**src/rtl/idexe_pkg.sv**
```systemverilog
// -----------------------------------------------------------------------------
// idexe_pkg
// Shared types and constants for the ARQ-bit ID/EXE pipeline register and its
// hazard unit.
//   ctrl_t        : 8-bit decoded control bundle carried from ID to EXE
//   shadow_t      : one in-flight instruction as seen by hazard detection
//   FWD_*         : operand-forwarding select encodings
//   *_BUBBLE      : contents of an empty pipeline slot
//   src_match()   : "this source reads the register this entry will write"
// -----------------------------------------------------------------------------
package idexe_pkg;

  typedef struct packed {
    logic wb_en;
    logic rd_mem_en;
    logic wr_mem_en;
    logic mux_exe;
    logic mux_mem;
    logic jop_lsb;
    logic jenable;
    logic pc_en;
  } ctrl_t;

  // Shadow entries store rd at a fixed width so the type can live here;
  // register indices up to SHADOW_RD_W bits are zero-extended into it.
  localparam int SHADOW_RD_W = 8;

  typedef struct packed {
    logic                   valid;
    logic [SHADOW_RD_W-1:0] rd;
    logic                   wb_en;
    logic                   load;
  } shadow_t;

  localparam logic [1:0] FWD_RF  = 2'b00;
  localparam logic [1:0] FWD_MEM = 2'b01;
  localparam logic [1:0] FWD_WB  = 2'b10;

  localparam ctrl_t   CTRL_BUBBLE   = '0;
  localparam shadow_t SHADOW_BUBBLE = '0;

  // R0 is an ordinary register here, so index 0 matches like any other.
  function automatic logic src_match(shadow_t e, logic used,
                                     logic [SHADOW_RD_W-1:0] idx);
    return used && e.valid && e.wb_en && (e.rd == idx);
  endfunction

endpackage

```
**src/rtl/idexe_hazard_unit.sv**
```systemverilog
// -----------------------------------------------------------------------------
// idexe_hazard_unit
// Purely combinational RAW-hazard detection and forwarding-select generation.
// Compares the ID-stage source indices with the three shadow entries
// (EXE, MEM, WB).
//
// Configuration macro: IDEXE_FWD_EN
//   defined   : stall only on load-use against EXE; fwd_sel picks the
//               youngest matching producer (EXE -> MEM result next cycle,
//               MEM -> WB result next cycle).
//   undefined : any match in EXE/MEM/WB stalls; fwd_sel is always FWD_RF.
//
// Ports:
//   id_valid            in   ID holds a real instruction
//   flush               in   EXE resolved a taken branch (squashes ID)
//   rs1, rs2            in   source register indices
//   rs1_used, rs2_used  in   source actually read
//   sh_exe/sh_mem/sh_wb in   shadow pipeline entries
//   stall               out  hold PC and IF/ID this cycle
//   fwd_sel1, fwd_sel2  out  operand source selects for the ID instruction
// -----------------------------------------------------------------------------
module idexe_hazard_unit
  import idexe_pkg::*;
#(
  parameter int REG_AW = 4
) (
  input  logic              id_valid,
  input  logic              flush,
  input  logic [REG_AW-1:0] rs1,
  input  logic [REG_AW-1:0] rs2,
  input  logic              rs1_used,
  input  logic              rs2_used,
  input  shadow_t           sh_exe,
  input  shadow_t           sh_mem,
  input  shadow_t           sh_wb,
  output logic              stall,
  output logic [1:0]        fwd_sel1,
  output logic [1:0]        fwd_sel2
);

  logic [SHADOW_RD_W-1:0] rs1_ext;
  logic [SHADOW_RD_W-1:0] rs2_ext;
  logic m1_exe, m1_mem, m1_wb;
  logic m2_exe, m2_mem, m2_wb;
  logic raw_hazard;

  assign rs1_ext = SHADOW_RD_W'(rs1);
  assign rs2_ext = SHADOW_RD_W'(rs2);

  assign m1_exe = src_match(sh_exe, rs1_used, rs1_ext);
  assign m1_mem = src_match(sh_mem, rs1_used, rs1_ext);
  assign m1_wb  = src_match(sh_wb,  rs1_used, rs1_ext);
  assign m2_exe = src_match(sh_exe, rs2_used, rs2_ext);
  assign m2_mem = src_match(sh_mem, rs2_used, rs2_ext);
  assign m2_wb  = src_match(sh_wb,  rs2_used, rs2_ext);

`ifdef IDEXE_FWD_EN
  // Only a load in EXE has no result to forward yet; everything else is
  // bypassed. A WB-stage producer is read through the register file.
  logic unused_wb_match;
  assign unused_wb_match = m1_wb | m2_wb;

  assign raw_hazard = sh_exe.load && (m1_exe || m2_exe);
  assign fwd_sel1   = m1_exe ? FWD_MEM : (m1_mem ? FWD_WB : FWD_RF);
  assign fwd_sel2   = m2_exe ? FWD_MEM : (m2_mem ? FWD_WB : FWD_RF);
`else
  assign raw_hazard = m1_exe || m1_mem || m1_wb || m2_exe || m2_mem || m2_wb;
  assign fwd_sel1   = FWD_RF;
  assign fwd_sel2   = FWD_RF;
`endif

  // A squashed or empty ID slot must never hold the front end.
  assign stall = id_valid && !flush && raw_hazard;

endmodule

```
**src/rtl/idexe_hazard_pipe.sv**
```systemverilog
// -----------------------------------------------------------------------------
// idexe_hazard_pipe
// ID/EXE pipeline register for the ARQ-bit core with valid tracking, bubble
// insertion, branch flush, RAW-hazard stall, forwarding selects and a
// saturating stall counter. Forwarding behaviour is selected inside
// idexe_hazard_unit by the IDEXE_FWD_EN macro.
//
// Ports:
//   clk, rst                  clock, asynchronous active-low reset
//   id_*                      decoded instruction from ID
//   exe_branch_taken          EXE resolved a taken branch: flush ID
//   exe_*                     registered instruction presented to EXE
//   fwd_sel1, fwd_sel2        registered operand source selects
//   stall_out                 combinational hold for PC and IF/ID
//   stall_cnt                 saturating count of stall cycles
// -----------------------------------------------------------------------------
module idexe_hazard_pipe
  import idexe_pkg::*;
#(
  parameter int ARQ    = 16,
  parameter int ADDR_W = 13,
  parameter int REG_AW = 4,
  parameter int CNT_W  = 16
) (
  input  logic              clk,
  input  logic              rst,
  input  logic              id_valid,
  input  logic [REG_AW-1:0] id_rs1,
  input  logic [REG_AW-1:0] id_rs2,
  input  logic [REG_AW-1:0] id_rd,
  input  logic              id_rs1_used,
  input  logic              id_rs2_used,
  input  ctrl_t             id_ctrl,
  input  logic [ARQ-1:0]    id_src1,
  input  logic [ARQ-1:0]    id_src2,
  input  logic [ARQ-1:0]    id_src3,
  input  logic [ARQ-1:0]    id_imm,
  input  logic [1:0]        id_alu_op,
  input  logic [ADDR_W-1:0] id_jaddr,
  input  logic              exe_branch_taken,
  output logic              exe_valid,
  output logic [REG_AW-1:0] exe_rd,
  output ctrl_t             exe_ctrl,
  output logic [ARQ-1:0]    exe_src1,
  output logic [ARQ-1:0]    exe_src2,
  output logic [ARQ-1:0]    exe_src3,
  output logic [ARQ-1:0]    exe_imm,
  output logic [1:0]        exe_alu_op,
  output logic [ADDR_W-1:0] exe_jaddr,
  output logic [1:0]        fwd_sel1,
  output logic [1:0]        fwd_sel2,
  output logic              stall_out,
  output logic [CNT_W-1:0]  stall_cnt
);

  shadow_t    sh_exe, sh_mem, sh_wb;
  logic       stall;
  logic       capture;
  logic [1:0] fwd1_d, fwd2_d;

  // The EXE shadow entry is a view of the output register, so it can never
  // disagree with what EXE is actually executing.
  assign sh_exe = '{valid: exe_valid,
                    rd:    SHADOW_RD_W'(exe_rd),
                    wb_en: exe_ctrl.wb_en,
                    load:  exe_ctrl.rd_mem_en};

  idexe_hazard_unit #(
    .REG_AW (REG_AW)
  ) u_hazard (
    .id_valid (id_valid),
    .flush    (exe_branch_taken),
    .rs1      (id_rs1),
    .rs2      (id_rs2),
    .rs1_used (id_rs1_used),
    .rs2_used (id_rs2_used),
    .sh_exe   (sh_exe),
    .sh_mem   (sh_mem),
    .sh_wb    (sh_wb),
    .stall    (stall),
    .fwd_sel1 (fwd1_d),
    .fwd_sel2 (fwd2_d)
  );

  assign stall_out = stall;

  // Flush, stall and an empty ID slot all resolve to a bubble; stall is
  // already masked by flush inside the hazard unit.
  assign capture = id_valid && !exe_branch_taken && !stall;

  // NOTE: state is updated with non-blocking assignments so every register
  // samples the pre-edge values, independent of statement order.
  // Data fields are reset too: a bubble must present all-zero contents.
  always_ff @(posedge clk or negedge rst) begin
    if (!rst) begin
      exe_valid  <= 1'b0;
      exe_rd     <= '0;
      exe_ctrl   <= CTRL_BUBBLE;
      exe_src1   <= '0;
      exe_src2   <= '0;
      exe_src3   <= '0;
      exe_imm    <= '0;
      exe_alu_op <= '0;
      exe_jaddr  <= '0;
      fwd_sel1   <= FWD_RF;
      fwd_sel2   <= FWD_RF;
    end else if (capture) begin
      exe_valid  <= 1'b1;
      exe_rd     <= id_rd;
      exe_ctrl   <= id_ctrl;
      exe_src1   <= id_src1;
      exe_src2   <= id_src2;
      exe_src3   <= id_src3;
      exe_imm    <= id_imm;
      exe_alu_op <= id_alu_op;
      exe_jaddr  <= id_jaddr;
      fwd_sel1   <= fwd1_d;
      fwd_sel2   <= fwd2_d;
    end else begin
      exe_valid  <= 1'b0;
      exe_rd     <= '0;
      exe_ctrl   <= CTRL_BUBBLE;
      exe_src1   <= '0;
      exe_src2   <= '0;
      exe_src3   <= '0;
      exe_imm    <= '0;
      exe_alu_op <= '0;
      exe_jaddr  <= '0;
      fwd_sel1   <= FWD_RF;
      fwd_sel2   <= FWD_RF;
    end
  end

  // MEM and WB advance every cycle; a stall only holds the front end.
  always_ff @(posedge clk or negedge rst) begin
    if (!rst) begin
      sh_mem <= SHADOW_BUBBLE;
      sh_wb  <= SHADOW_BUBBLE;
    end else begin
      sh_mem <= sh_exe;
      sh_wb  <= sh_mem;
    end
  end

  always_ff @(posedge clk or negedge rst) begin
    if (!rst) begin
      stall_cnt <= '0;
    end else if (stall && (stall_cnt != '1)) begin
      stall_cnt <= stall_cnt + 1'b1;
    end
  end

endmodule

```
**config.mk**
```make
export PLATFORM = sky130hd
export DESIGN_NAME = idexe_hazard_pipe
export DESIGN_NICKNAME = d
export VERILOG_FILES = /design/src/rtl/idexe_pkg.sv /design/src/rtl/idexe_hazard_unit.sv /design/src/rtl/idexe_hazard_pipe.sv
export SDC_FILE = /design/constraint.sdc
export NUM_CORES = 1
export LEC_CHECK = 0
export ABC_AREA = 0
export CAP_MARGIN = 20
export CORE_MARGIN = 2
export CORE_UTILIZATION = 44
export DETAILED_ROUTE_END_ITERATION = 8
export PLACE_DENSITY_LB_ADDON = 0.1
export SLEW_MARGIN = 20
export SYNTH_ARGS = -nofsm -noshare
export SYNTH_HDL_FRONTEND = slang
export SYNTH_HIERARCHICAL = 1
export SYNTH_SLANG_ARGS = --single-unit
```
**constraint.sdc**
```tcl
create_clock -name clk -period 4.3 [get_ports clk]
set_clock_uncertainty 0.1 [all_clocks]
set_input_delay 0.645 -clock clk [delete_from_list [all_inputs] [get_ports clk]]
set_output_delay 0.645 -clock clk [all_outputs]
set_load 0.02 [all_outputs]
```
# Word-level counts from Yosys, hierarchy flattened
# Cells that the tools add are included.
# Widths: inputs -> output; s select.
[classes] n_addsub=1 eq_ne=7 n_mux=9 n_reduce_logical=29
[ops] op="$mux 16" n=4
[ops] op="$eq 4x4->1" n=6
[ops] op="$logic_and 1x1->1" n=22
[ops] op="$add 16x1->16 const B" n=1
[ops] op="$ne 16x16->1 const B" n=1
[ops] op="$mux 13" n=1
[ops] op="$mux 8" n=1
[ops] op="$logic_or 1x1->1" n=5
[ops] op="$mux 4" n=1
[ops] op="$logic_not 1->1" n=2
[ops] op="$mux 2" n=1
[ops] op="$mux 1" n=1
[totals] ff_bits=120 input_bits=105 out_inout_bits=113 word_cells=69

# Logic depth before layout (Yosys ltp)
[depth] word_depth=12 ltp_mapped=9 mapped_depth_nobuf=9

# Cells and area by module
# Netlist, hierarchy kept.
[by_module_without_submodules] mod="idexe_hazard_pipe" instances=1 cells_each=285 area_each_um2=4174.0 seq_area_each_um2=3153.0
[by_module_without_submodules] mod="idexe_hazard_unit" instances=1 cells_each=55 area_each_um2=392.9 seq_area_each_um2=0.0

# Least setup slack after synthesis
# No wires, ideal clock.
[synth_timing] path_kind="input port to flip-flop" startpoint="input port id_rs1[2]" endpoint="register stall_cnt[15]" setup_ns=0.129 arrival_ns=2.623 required_ns=4.071 slack_ns=1.447 stages=8 path_buffers=0 path_cell_list="xor2_1 -> nor4_1 -> o2111ai_1 -> a21oi_1 -> nand3_1 -> nor4_1 -> nand4_1 -> xnor2_1"
[synth_via] elab_chain_len=9 elab_cells_between_ends=13 classes_between="eq/ne: 3; reduce/logical: 10"
[synth_rtl] element="from (decl)" line_no="idexe_hazard_pipe.sv:28" source="input logic [REG_AW-1:0] id_rs1,"
[synth_rtl] element="$eq 4x4->1" line_no="idexe_pkg.sv:45" source="return used && e.valid && e.wb_en && (e.rd == idx);"
[synth_rtl] element="$logic_and 1x1->1" line_no="idexe_pkg.sv:45"
[synth_rtl] element="$logic_or 1x1->1" line_no="idexe_hazard_unit.sv:67" source="assign raw_hazard = m1_exe || m1_mem || m1_wb || m2_exe || m2_mem || m2_wb;"
[synth_rtl] element="$logic_or 1x1->1 * (4 in a row)" line_no="idexe_hazard_unit.sv:67"
[synth_rtl] element="$logic_and 1x1->1 *" line_no="idexe_hazard_unit.sv:73" source="assign stall = id_valid && !flush && raw_hazard;"
[synth_rtl] element="via stall_out" line_no="idexe_hazard_pipe.sv:52" source="output logic stall_out,"
[synth_rtl] element="$logic_and 1x1->1 *" line_no="idexe_hazard_pipe.sv:148" source="end else if (stall && (stall_cnt != '1)) begin"
[synth_rtl] element="to (signal assigned)" line_no="idexe_hazard_pipe.sv:149" source="stall_cnt <= stall_cnt + 1'b1;"
[synth_rtl] element="to (decl)" line_no="idexe_hazard_pipe.sv:53" source="output logic [CNT_W-1:0] stall_cnt"
# Mark *: on every way through the listed nets, which the timed path passes. The rest lies on a longest branch.
# A chain may end at the register's enable or synchronous reset.

# Worst setup path in the final report
[layout_timing] startpoint="input port id_rs1[3]" endpoint="output port stall_out"
[layout_via] elab_chain_len=8 elab_cells_between_ends=12 classes_between="eq/ne: 3; reduce/logical: 9"
[layout_rtl] element="$eq 4x4->1" line_no="idexe_pkg.sv:45"
[layout_rtl] element="$logic_and 1x1->1" line_no="idexe_pkg.sv:45"
[layout_rtl] element="$logic_or 1x1->1" line_no="idexe_hazard_unit.sv:67"
[layout_rtl] element="$logic_or 1x1->1 * (4 in a row)" line_no="idexe_hazard_unit.sv:67"
[layout_rtl] element="$logic_and 1x1->1 *" line_no="idexe_hazard_unit.sv:73"
[layout_rtl] element="to (decl)" line_no="idexe_hazard_pipe.sv:52"
# Every way passes the cells marked *; elsewhere a longest branch is shown, timed or not.

==> key figures <==
Floorplan
  • Starting Density: between 40% and 50%
  • Core Area: around 0.0099 mm^2
  • Die Ht: around 110 um
  • Row cnt: 36
  • Die outline width: 105 um
  • Die area: 0.0111 mm^2
  • Boundary Pins: between 200 and 250

Critical path
  • Crit path kind: input pin to output port
  • Cells along the critical path: clkdlybuf4s50_1, xor2_1, nor4_1, o2111ai_1, a21oi_1, buf_4, clkdlybuf4s50_1
  • Crit path DAT: 2.83 ns
  • Slowest stage cell, crit path: clkdlybuf4s50_1
  • Worst path bufs/invs: 3
  • Slowest cell delay on critical path: about 0.60 ns
  • FF-to-FF End: stall_cnt[13]
  • Critical Path Start: id_rs1[3]
  • CP Depth: 7
  • Most common cell on crit path: clkdlybuf4s50_1
  • CP Data Required Time: around 3.6 ns
  • Worst-path maximum fanout: 5
  • Worst r2r src: sh_mem[4]
  • Top Family by Delay on Critical Path: buffers and inverters
  • Setup crit end: stall_out
  • Crit start category: input pin
  • Setup crit end kind: output port
  • R2R depth: 9
  • Setup slack, reg-to-reg: roughly 1.7 ns

Worst hold path
  • Min-delay worst type: input pin to async pin

Routing
  • DR pass1 iterations: 4
  • Vias: ~3300
  • Routed WL: 11300 um
  • DRC errors left: 0
  • DRT iter0 DRCs: 126
  • ANT nets after route: 0
  • Vias per cell: roughly 4.5
  • WL/cell: approximately 16 um

STA
  • # setup viols final: 0
  • Fmax: about 280 MHz
  • Hold_ws: a little over 0.1 ns
  • RSZ-0062 raised after global routing: false
  • Final Hold Viols: 0
  • Relative slew slack: 50.3%
  • Final Worst Setup Slack: 0.729 ns
  • Post-route clock period utilization: around 83%
  • Slew @ Worst Pin: 0.746 ns
  • Fin Setup TNS: 0 ns
  • Final worst path period need: about 3.6 ns
  • Max-slew violations: 0

Global routing
  • Total congestion overflow: 0
  • Gr usage total: approximately 22%
  • Initial antenna violation count: 0
  • Pin count of the biggest net entering global routing: 97
  • First-pass GRT wire length: approximately 18000 um
  • Vias in the first global route: roughly 3500

Outcome
  • Outcome: finished, final reports clean

Clock tree
  • Number of gates resized after cts: 0
  • Hold_buf cts: 0
  • CTS tree: built
  • Reg clk slew, reported paths: around 0.06 ns
  • Clk buf depth: 2
  • CTS buffer count: 17
  • Post-CTS Setup Repair Bufs: 0
  • Worst skew pair latency: ~0.50 ns
  • Clock root cell: clkbuf_8
  • CTS Sinks: 124
  • Htree depth: 4

Placement
  • IO buf count: about 220
  • Hpwl dp: approximately 8000 um
  • Gp weighted congestion: ~0.78
  • Setup Slack @ Placement: about 0.73 ns

Final layout
  • Final #Nets: 683
  • Most common cell after layout, fill and taps aside: clkdlybuf4s50_1
  • Ant diodes: 0
  • Layout cell share with drive strength beyond 1: roughly 7.6%
  • Layout area overhead: 66.4%
  • Commonest cells after routing, fill and taps aside: clkdlybuf4s50_1, dfrtp_1, and2_1, xnor2_1

Power
  • Leakage power: roughly 3.3 nW
  • PwrDens: just over 400 mW/mm^2
  • Maximum vdd drop: approximately 0.00026 V

Logic synthesis
  • Ys Warns: 6
  • Synth Instances: between 300 and 400
  • Mean Syn Cell Area: ~13 um^2
  • Post-synthesis cell area: roughly 0.0045 mm^2

Flow run
  • Max-cap violation count: 0
through the flow:
stage	cells	utilization [%]	power (mW)	instance area (um^2)
5_1_grt	723	76.2	3.14	7510
2_1_floorplan	352	-	1.34	4570
4_1_cts	723	76.2	3.06	7510
3_5_place_dp	691	69.7	1.55	6880
6_report	723	76.2	3.03	7510
3_3_place_gp	691	69.7	1.54	6880
area by class of cell:
type / instances / area, um^2
Timing Repair Buffer: 220 / 2200
Sequential cell: 124 / 3100
Multi-Input combinational cell: 213 / 1400
Tap cell: 133 / 166
Inverter: 1 / 3.75
Fill cell: 629 / 2350
Clock buffer: 17 / 414
Clock inverter: 15 / 223
sequential cells by signal (all words and copies together), names as in the netlist:
name        count
exe_valid       1
exe_jaddr      13
stall_cnt      16
sh_mem          6
fwd_sel2        2
exe_alu_op      2
exe_ctrl        8
exe_src2       16
exe_src3       16
fwd_sel1        2
exe_rd          4
exe_src1       16
sh_wb           6
exe_imm        16
power by group:
part           internal, mW  switching, mW
clock network         0.998          0.509
registers              1.21         0.0161
logic                 0.172          0.129
total                  2.38          0.654
how the worst min path moves through the flow:
stage,slack [ns],cells after the start,start,to
floorplan,0.25,0,rst,exe_alu_op[0]
global placement,0.28,0,exe_ctrl[7],sh_mem[1]
detailed placement,0.28,0,sh_mem[1],sh_wb[1]
CTS,0.11,1,rst,exe_src2[14]
global route,0.15,1,rst,exe_src3[1]
finish,0.10,1,rst,exe_src2[14]
worst register-to-register path: stages (launching register included):
cell and delay [ns]:
dfrtp_1 0.42, xor2_1 0.16, nor4_1 0.38, o2111ai_1 0.20, a21oi_1 0.16, buf_4 0.17
nand3_1 0.11, nor4_1 0.44, nand4_1 0.17, xnor2_1 0.15
metal layers:
layer,GRT usage (%),part of all wire [%]
met3,10.9,9.4
met2,37.1,53
met1,22.9,36
met4,8.19,1.6
met5,0,0
Note: power is estimated with default switching activity, not from simulation.
